### config.mk
export PLATFORM = sky130hd
export DESIGN_NAME = vga_timing_gen
export DESIGN_NICKNAME = d
export VERILOG_FILES = /design/src/rtl/vga_timing_gen.sv
export SDC_FILE = /design/constraint.sdc
export NUM_CORES = 1
export LEC_CHECK = 0
export ABC_AREA = 1
export BUFFER_PORTS_ARGS = -buffer_cell sky130_fd_sc_hd__buf_2
export CORE_ASPECT_RATIO = 0.6
export CORE_UTILIZATION = 45
export CTS_BUF_LIST = sky130_fd_sc_hd__clkbuf_16
export DETAILED_ROUTE_END_ITERATION = 8
export PLACE_DENSITY = 0.7
export SLEW_MARGIN = 20
export SYNTH_ARGS = -nofsm -noshare
export SYNTH_HDL_FRONTEND = slang
export SYNTH_SLANG_ARGS = --single-unit
### constraint.sdc
create_clock -name clk_i -period 2.7 [get_ports clk_i]
set_input_delay 0.27 -clock clk_i [delete_from_list [all_inputs] [get_ports clk_i]]
set_output_delay 0.27 -clock clk_i [all_outputs]
set_load 0.02 [all_outputs]
### src/rtl/vga_timing_gen.sv
// vga_timing_gen: parametrised raster timing generator.
// Produces registered hs/vs/de, pixel coordinates and line/frame strobes,
// all describing the same pixel. A clock divider allows several clocks per pixel.
// Optional feature macro: VGA_TIMING_BLINK_EN (frame counter and blink output).
// With the macro undefined, frame_cnt_o and blink_o are tied to 0.
module vga_timing_gen #(
  parameter int H_VISIBLE = 640,
  parameter int H_FRONT   = 16,
  parameter int H_SYNC    = 96,
  parameter int H_BACK    = 48,
  parameter int V_VISIBLE = 400,
  parameter int V_FRONT   = 12,
  parameter int V_SYNC    = 2,
  parameter int V_BACK    = 35,
  parameter bit HS_POL    = 1'b0,
  parameter bit VS_POL    = 1'b1,
  parameter int CLK_DIV   = 1,
  parameter int X_WIDTH   = 10,
  parameter int Y_WIDTH   = 10
) (
  input  logic               clk_i,
  input  logic               rst_i,
  input  logic               enable_i,
  output logic               hs_o,
  output logic               vs_o,
  output logic               de_o,
  output logic [X_WIDTH-1:0] x_o,
  output logic [Y_WIDTH-1:0] y_o,
  output logic               pix_en_o,
  output logic               line_start_o,
  output logic               frame_start_o,
  output logic [4:0]         frame_cnt_o,
  output logic               blink_o
);

  localparam int H_TOTAL = H_VISIBLE + H_FRONT + H_SYNC + H_BACK;
  localparam int V_TOTAL = V_VISIBLE + V_FRONT + V_SYNC + V_BACK;
  localparam int DIV_W   = (CLK_DIV > 1) ? $clog2(CLK_DIV) : 1;

  localparam logic [DIV_W-1:0]   DIV_LAST = DIV_W'(CLK_DIV - 1);
  localparam logic [X_WIDTH-1:0] X_LAST   = X_WIDTH'(H_TOTAL - 1);
  localparam logic [X_WIDTH-1:0] X_VIS    = X_WIDTH'(H_VISIBLE);
  localparam logic [X_WIDTH-1:0] X_HS_BEG = X_WIDTH'(H_VISIBLE + H_FRONT);
  localparam logic [X_WIDTH-1:0] X_HS_END = X_WIDTH'(H_VISIBLE + H_FRONT + H_SYNC);
  localparam logic [Y_WIDTH-1:0] Y_LAST   = Y_WIDTH'(V_TOTAL - 1);
  localparam logic [Y_WIDTH-1:0] Y_VIS    = Y_WIDTH'(V_VISIBLE);
  localparam logic [Y_WIDTH-1:0] Y_VS_BEG = Y_WIDTH'(V_VISIBLE + V_FRONT);
  localparam logic [Y_WIDTH-1:0] Y_VS_END = Y_WIDTH'(V_VISIBLE + V_FRONT + V_SYNC);

  logic [DIV_W-1:0]   div_q, div_d;
  logic [X_WIDTH-1:0] x_q, x_d;
  logic [Y_WIDTH-1:0] y_q, y_d;
  logic               hs_q, vs_q, de_q;
  logic               hs_d, vs_d, de_d;
  logic               pix_en_q, line_start_q, frame_start_q;
  logic               tick;
  logic               new_line, new_frame;

  // Next pixel position and the levels that belong to it.
  always_comb begin
    tick      = enable_i && (div_q == DIV_LAST);
    div_d     = div_q;
    if (tick) begin
      div_d = '0;
    end else if (enable_i) begin
      div_d = div_q + DIV_W'(1);
    end
    x_d       = (x_q == X_LAST) ? '0 : x_q + X_WIDTH'(1);
    y_d       = y_q;
    if (x_q == X_LAST) begin
      y_d = (y_q == Y_LAST) ? '0 : y_q + Y_WIDTH'(1);
    end
    new_line  = (x_d == '0);
    new_frame = new_line && (y_d == '0);
    de_d      = (x_d < X_VIS) && (y_d < Y_VIS);
    hs_d      = ((x_d >= X_HS_BEG) && (x_d < X_HS_END)) ? HS_POL : ~HS_POL;
    vs_d      = ((y_d >= Y_VS_BEG) && (y_d < Y_VS_END)) ? VS_POL : ~VS_POL;
  end

  // Divider, raster position and registered levels advance together on each pixel tick.
  always_ff @(posedge clk_i or posedge rst_i) begin
    if (rst_i) begin
      div_q         <= '0;
      x_q           <= X_LAST;
      y_q           <= Y_LAST;
      hs_q          <= ~HS_POL;
      vs_q          <= ~VS_POL;
      de_q          <= 1'b0;
      pix_en_q      <= 1'b0;
      line_start_q  <= 1'b0;
      frame_start_q <= 1'b0;
    end else begin
      div_q         <= div_d;
      pix_en_q      <= tick;
      line_start_q  <= tick && new_line;
      frame_start_q <= tick && new_frame;
      if (tick) begin
        x_q  <= x_d;
        y_q  <= y_d;
        hs_q <= hs_d;
        vs_q <= vs_d;
        de_q <= de_d;
      end
    end
  end

`ifdef VGA_TIMING_BLINK_EN
  logic [4:0] frame_cnt_q;

  // Frame counter steps on the same edge that raises frame_start.
  always_ff @(posedge clk_i or posedge rst_i) begin
    if (rst_i) begin
      frame_cnt_q <= '0;
    end else if (tick && new_frame) begin
      frame_cnt_q <= frame_cnt_q + 5'd1;
    end
  end

  assign frame_cnt_o = frame_cnt_q;
  assign blink_o     = frame_cnt_q[4];
`else
  assign frame_cnt_o = 5'd0;
  assign blink_o     = 1'b0;
`endif

  assign hs_o          = hs_q;
  assign vs_o          = vs_q;
  assign de_o          = de_q;
  assign x_o           = x_q;
  assign y_o           = y_q;
  assign pix_en_o      = pix_en_q;
  assign line_start_o  = line_start_q;
  assign frame_start_o = frame_start_q;

endmodule

# Word level (Yosys, flattened, before mapping)
# Index checks and enable logic that the tools add are counted.
# W data, S select, Z words.
[word_totals]
input_bits = 3
regBits = 27
out_inout_bits = 32
elab_cells = 38
[op_classes]
n_reduce_logical = 10
n_lt_le_gt_ge = 6
add_sub_neg = 3
n_eq_ne = 2
bitwise = 1
n_mux = 7
[ops]
columns = ["operator", "n"]
rows = [
  ["$mux W10", 3],
  ["$add A10 B1 Y10 const B", 2],
  ["$logic_not A10 Y1", 2],
  ["$lt A10 B10 Y1 const B", 2],
  ["$lt A10 B9 Y1 const B", 2],
  ["$eq A10 B10 Y1 const B", 1],
  ["$eq A10 B9 Y1 const B", 1],
  ["$ge A10 B10 Y1 const B", 1],
  ["$ge A10 B9 Y1 const B", 1],
  ["$logic_and A1 B1 Y1", 7],
  ["$mux W1", 4],
  ["$reduce_bool A2 Y1", 1],
  ["$add A1 B1 Y1 const B", 1],
  ["$not A1 Y1", 1],
]

# Logic depth before layout (Yosys ltp)
[logic_depth]
ltp_word = 6
ltp_mapped = 13
mapped_depth_nobuf = 13

# Worst setup path before layout
# OpenSTA, ideal clock, no wires.
[synth_path]
path_kind = "flip-flop to flip-flop"
startpoint = "reg x_q[0], in the netlist x_o[0]"
endpoint = "reg de_q, in the netlist de_o"
n_path_buf = 1
required_ps = 2583
arrival_ps = 1741
stages_incl_launch_ff = 12
setup_ps = 117
synth_period_minus_slack_ps = 1858
setup_slack_ps = 842
path_cell_list = "dfstp_2 ha_1 nand4_2 nor2_2 buf_4 nand4_1 nand2_2 nand2_1 inv_1 nand3_1 nand3_1 nand2_1"
[synth_via]
elab_chain_cells = 4
elab_cells_between_ends = 7
cone_classes = "1 x add/sub; 2 x order compare; 1 x eq/ne; 2 x mux; 1 x reduce/logical"
[synth_rtl]
columns = ["item", "line", "source"]
rows = [
  ["from (decl)", "51", "logic [X_WIDTH-1:0] x_q, x_d;"],
  ["from (signal assigned)", "84", "x_q <= X_LAST;"],
  ["from (signal assigned)", "98", "x_q <= x_d;"],
  ["$add A10 B1 Y10 or $eq A10 B10 Y1 (tied branches)", "68, 70", ""],
  ["$mux W10 (on tied branches)", "68, 70", ""],
  ["$lt A10 B10 Y1 or $lt A10 B9 Y1 (tied branches)", "75", "de_d = (x_d < X_VIS) && (y_d < Y_VIS);"],
  ["$logic_and A1 B1 Y1 *", "75", ""],
  ["to (signal assigned)", "88", "de_q <= 1'b0;"],
  ["to (signal assigned)", "102", "de_q <= de_d;"],
  ["to (decl)", "53", "logic hs_q, vs_q, de_q;"],
]
# Mark *: on every way between the ends. The rest lies on a longest branch, timed or not.
# A chain may end at the register's enable or synchronous reset.

# Worst setup path in the final report
[layout_path]
startpoint = "reg x_q[0], in the netlist x_o[0]"
endpoint = "reg frame_start_q, in the netlist frame_start_o"
[layout_via]
elab_chain_cells = 5
elab_cells_between_ends = 8
cone_classes = "1 x add/sub; 1 x eq/ne; 2 x mux; 4 x reduce/logical"
[layout_rtl]
columns = ["item", "line", "source"]
rows = [
  ["$add A10 B1 Y10 or $eq A10 B10 Y1 (tied branches)", "68, 70", ""],
  ["$mux W10 (on tied branches)", "68, 70", ""],
  ["$logic_not A10 Y1 (on tied branches)", "73, 74", ""],
  ["$logic_and A1 B1 Y1 *", "74", "new_frame = new_line && (y_d == '0);"],
  ["$logic_and A1 B1 Y1 *", "96", "frame_start_q <= tick && new_frame;"],
  ["to (signal assigned)", "96", ""],
  ["to (decl)", "55", "logic pix_en_q, line_start_q, frame_start_q;"],
]
# Marks and branches as above.

==> results.ini <==
[synthesis]
synthArstFlopShare_pct=100
synth_simple_gate_area_share_pct=38.9
synth_edf_count=0
syn_area_per_cell_sq_um=7.19
synth_xor_area_share_pct=0.933
seq_area_frac_synth_pct=36.7
synth_fa_ha_area_share_pct=2.67
synth-compound-area-share_pct=10.0
synth_cells=261
syn_area_sq_um=1880
ys_types=38
ys_warn_count=0
synthMuxAreaShare_pct=0
synth-seq-cells=27
synth_top_family_by_area=simple AND/OR/NAND/NOR gates
synth_flop_cell=dfrtp_1

[worst_setup_path]
crit_start=x_o[0]
r2r_slack_ns=0.53
arrival_ns=2.37
crit_required_ns=2.89
crit_fanout=12
critPathKind=reg2reg
worstSetupEndpointType=register
worstReg2RegStart=x_o[0]
cp-start-kind=register

[clock_tree]
cts_buffers=3
cts_tree=built
hold_buffers=0
cts.sinks=27
postCtsSetupBuffers=0
clk_path_buf_depth=2
clk_pin_slew_ns=0.07
clock_latency_ns=0.26
htree_num_levels=1
cts-root-buf=clkbuf_16
cts_resized=0

[global_route]
grt_overflow=0
grt_pass1_wl_microns=7730
grt_pass1_vias=1566
antenna_found_initial=0
grt_usage_pct=22.6
grt_start_max_net_pins=25

[sta]
fmax_ghz=0.460
drv_slew=0
fin_crit_sh_pct=80.5
worst_pin_slew_ns=0.938
layout_setup_ws_ns=0.527
setup_viol=0
relSlewSlack_pct=37.4
fin_tns_setup_ns=0
rsz0062_at_grt=no
finalHoldViolations=0
finClkSkew_ns=0.00244
period_needed_ns=2.17

[floorplanning]
die_area_sq_um=4440
core-area_sq_um=3830
pin_count=35
num_rows=17
die_h_microns=52.0
initial_core_util_pct=49.0
dieWidth_microns=85.4

[detailed_routing]
drt-initial-drc-count=159
drtAntennaViolNets=0
drt_wl_total_microns=4620
drt_first_pass_iters=5
vias=1783
vias_per_cell=5.32
drc=0
wl_per_cell_microns=13.8

[worst_hold_path]
hold_class=in2reg
hold_start=enable_i

[power]
ir_worst_vdd_v=0.000330
power_leakage_nw=1.07
powerDensity_nw_per_um2=631

[place]
place.gp.congestion=0.921
pre_cts_ws_ns=0.586
place_hpwl_microns=3500
io_buffer_count=28

[layout]
nets=296
fillerInstances=376
area_growth_pct=12.1
antennaDiodeCount=0
drive_above_1_share_pct=22.6

[job]
drv_cap=0

[outcome]
outcome=completed

report_power, final:
part           switching, mW  leakage, nW  internal [mW]
logic                  0.264        0.701          0.139
registers             0.0940        0.326          0.492
clock network          0.141       0.0423          0.199
cells in the mapped netlist, types with 2 or more instances:
master    instances  share of area [%]
nand2_1          70                 14
buf_4             7                2.8
nor2_1           25                5.0
o21a_1            2               0.80
o211ai_1          2               0.80
nor3_1            4                1.1
clkbuf_1          4               0.80
nand3b_1          2               0.80
a21oi_1           4                1.1
dfstp_2          11                 15
inv_1            27                5.4
ha_1              4                2.7
nand2_2           5                1.7
nor2_2            4                1.3
nand3_1          24                6.4
dfrtp_1          16                 21
o21ai_2           2               0.93
nand4_1           8                2.7
o21ai_0          20                5.3
nand2_4           2                1.2
flip-flops by register name (all words and copies together), names as in the netlist:
name	count
de_o	1
frame_start_o	1
y_o	10
pix_en_o	1
line_start_o	1
x_o	10
hs_o	1
vs_o	1
div_q	1
final timing paths:
check                           cells after the start            end
min in group asynchronous                           2         y_o[3]
worst max register to register                      8  frame_start_o
worst min-delay path                                2          div_q
worst min register to register                      2           vs_o
max in group asynchronous                           3         y_o[7]
worst max-delay path                                8  frame_start_o
cell usage in the layout (no fill, tap or decap), types with 2 or more instances in the layout:
master and count:
dfrtp_1 16, nand2_2 5, inv_1 28, nor2_1 25, nand2_1 70, buf_4 3, a21oi_1 4, nor3_1 4
dfstp_2 11, nand4_1 8, o211ai_1 2, conb_1 6, o21a_1 2, o21ai_0 20, buf_2 28, ha_1 4
o21ai_2 2, nand2_4 2, nor2_2 4, nand3_1 24, clkbuf_16 3, nand3b_1 2
worst max-delay path: stages, from the launching register on:
cell	delay, ns
dfstp_2	0.58
ha_1	0.24
nand4_2	0.14
nor2_2	0.40
o21ai_0	0.23
nand3b_1	0.20
nor2_1	0.13
nand3_1	0.09
nor2_1	0.09
metrics by stage:
stage	cells	util, %	hold WS, ns	power (mW)	cell area [sq um]
after global placement	331	52.9	0.439	0.992	2020
after global routing	335	54.9	0.178	1.41	2100
final	335	54.9	0.165	1.33	2100
after CTS	335	54.9	0.165	1.33	2100
after floorplan	266	-	0.315	0.869	1900
after detailed placement	331	52.9	0.441	0.991	2020
layout make-up:
type	count	area, sq um	area share (%)
Clock buffer	3	75.1	3.57
Clock inverter	1	3.75	0.178
Timing Repair Buffer	31	163	7.73
Sequential cell	27	689	32.8
Multi-Input combinational cell	198	1010	47.9
Tap cell	47	58.8	2.80
Inverter	28	105	5.00
routing by layer:
layer  track usage, %  vias to the layer above  routed length [microns]
met3             5.40                        4                      450
met5                0                        -                        0
met2             30.5                       81                     1680
met4             3.33                        0                       30
li1                 -                      896                        -
met1             36.2                      802                     2460
logic make-up (layout without fill, tap and decap cells):
group / count (synthesis) / after routing
other: 1 / 6
adders and majority gates: 4 / 4
buffers and inverters: 41 / 63
AOI/OAI and AO/OA: 33 / 33
DFF: 27 / 27
and+or+nand+nor: 153 / 153
xor gates and xnor gates: 2 / 2
Note: power is estimated with default switching activity, not from simulation.
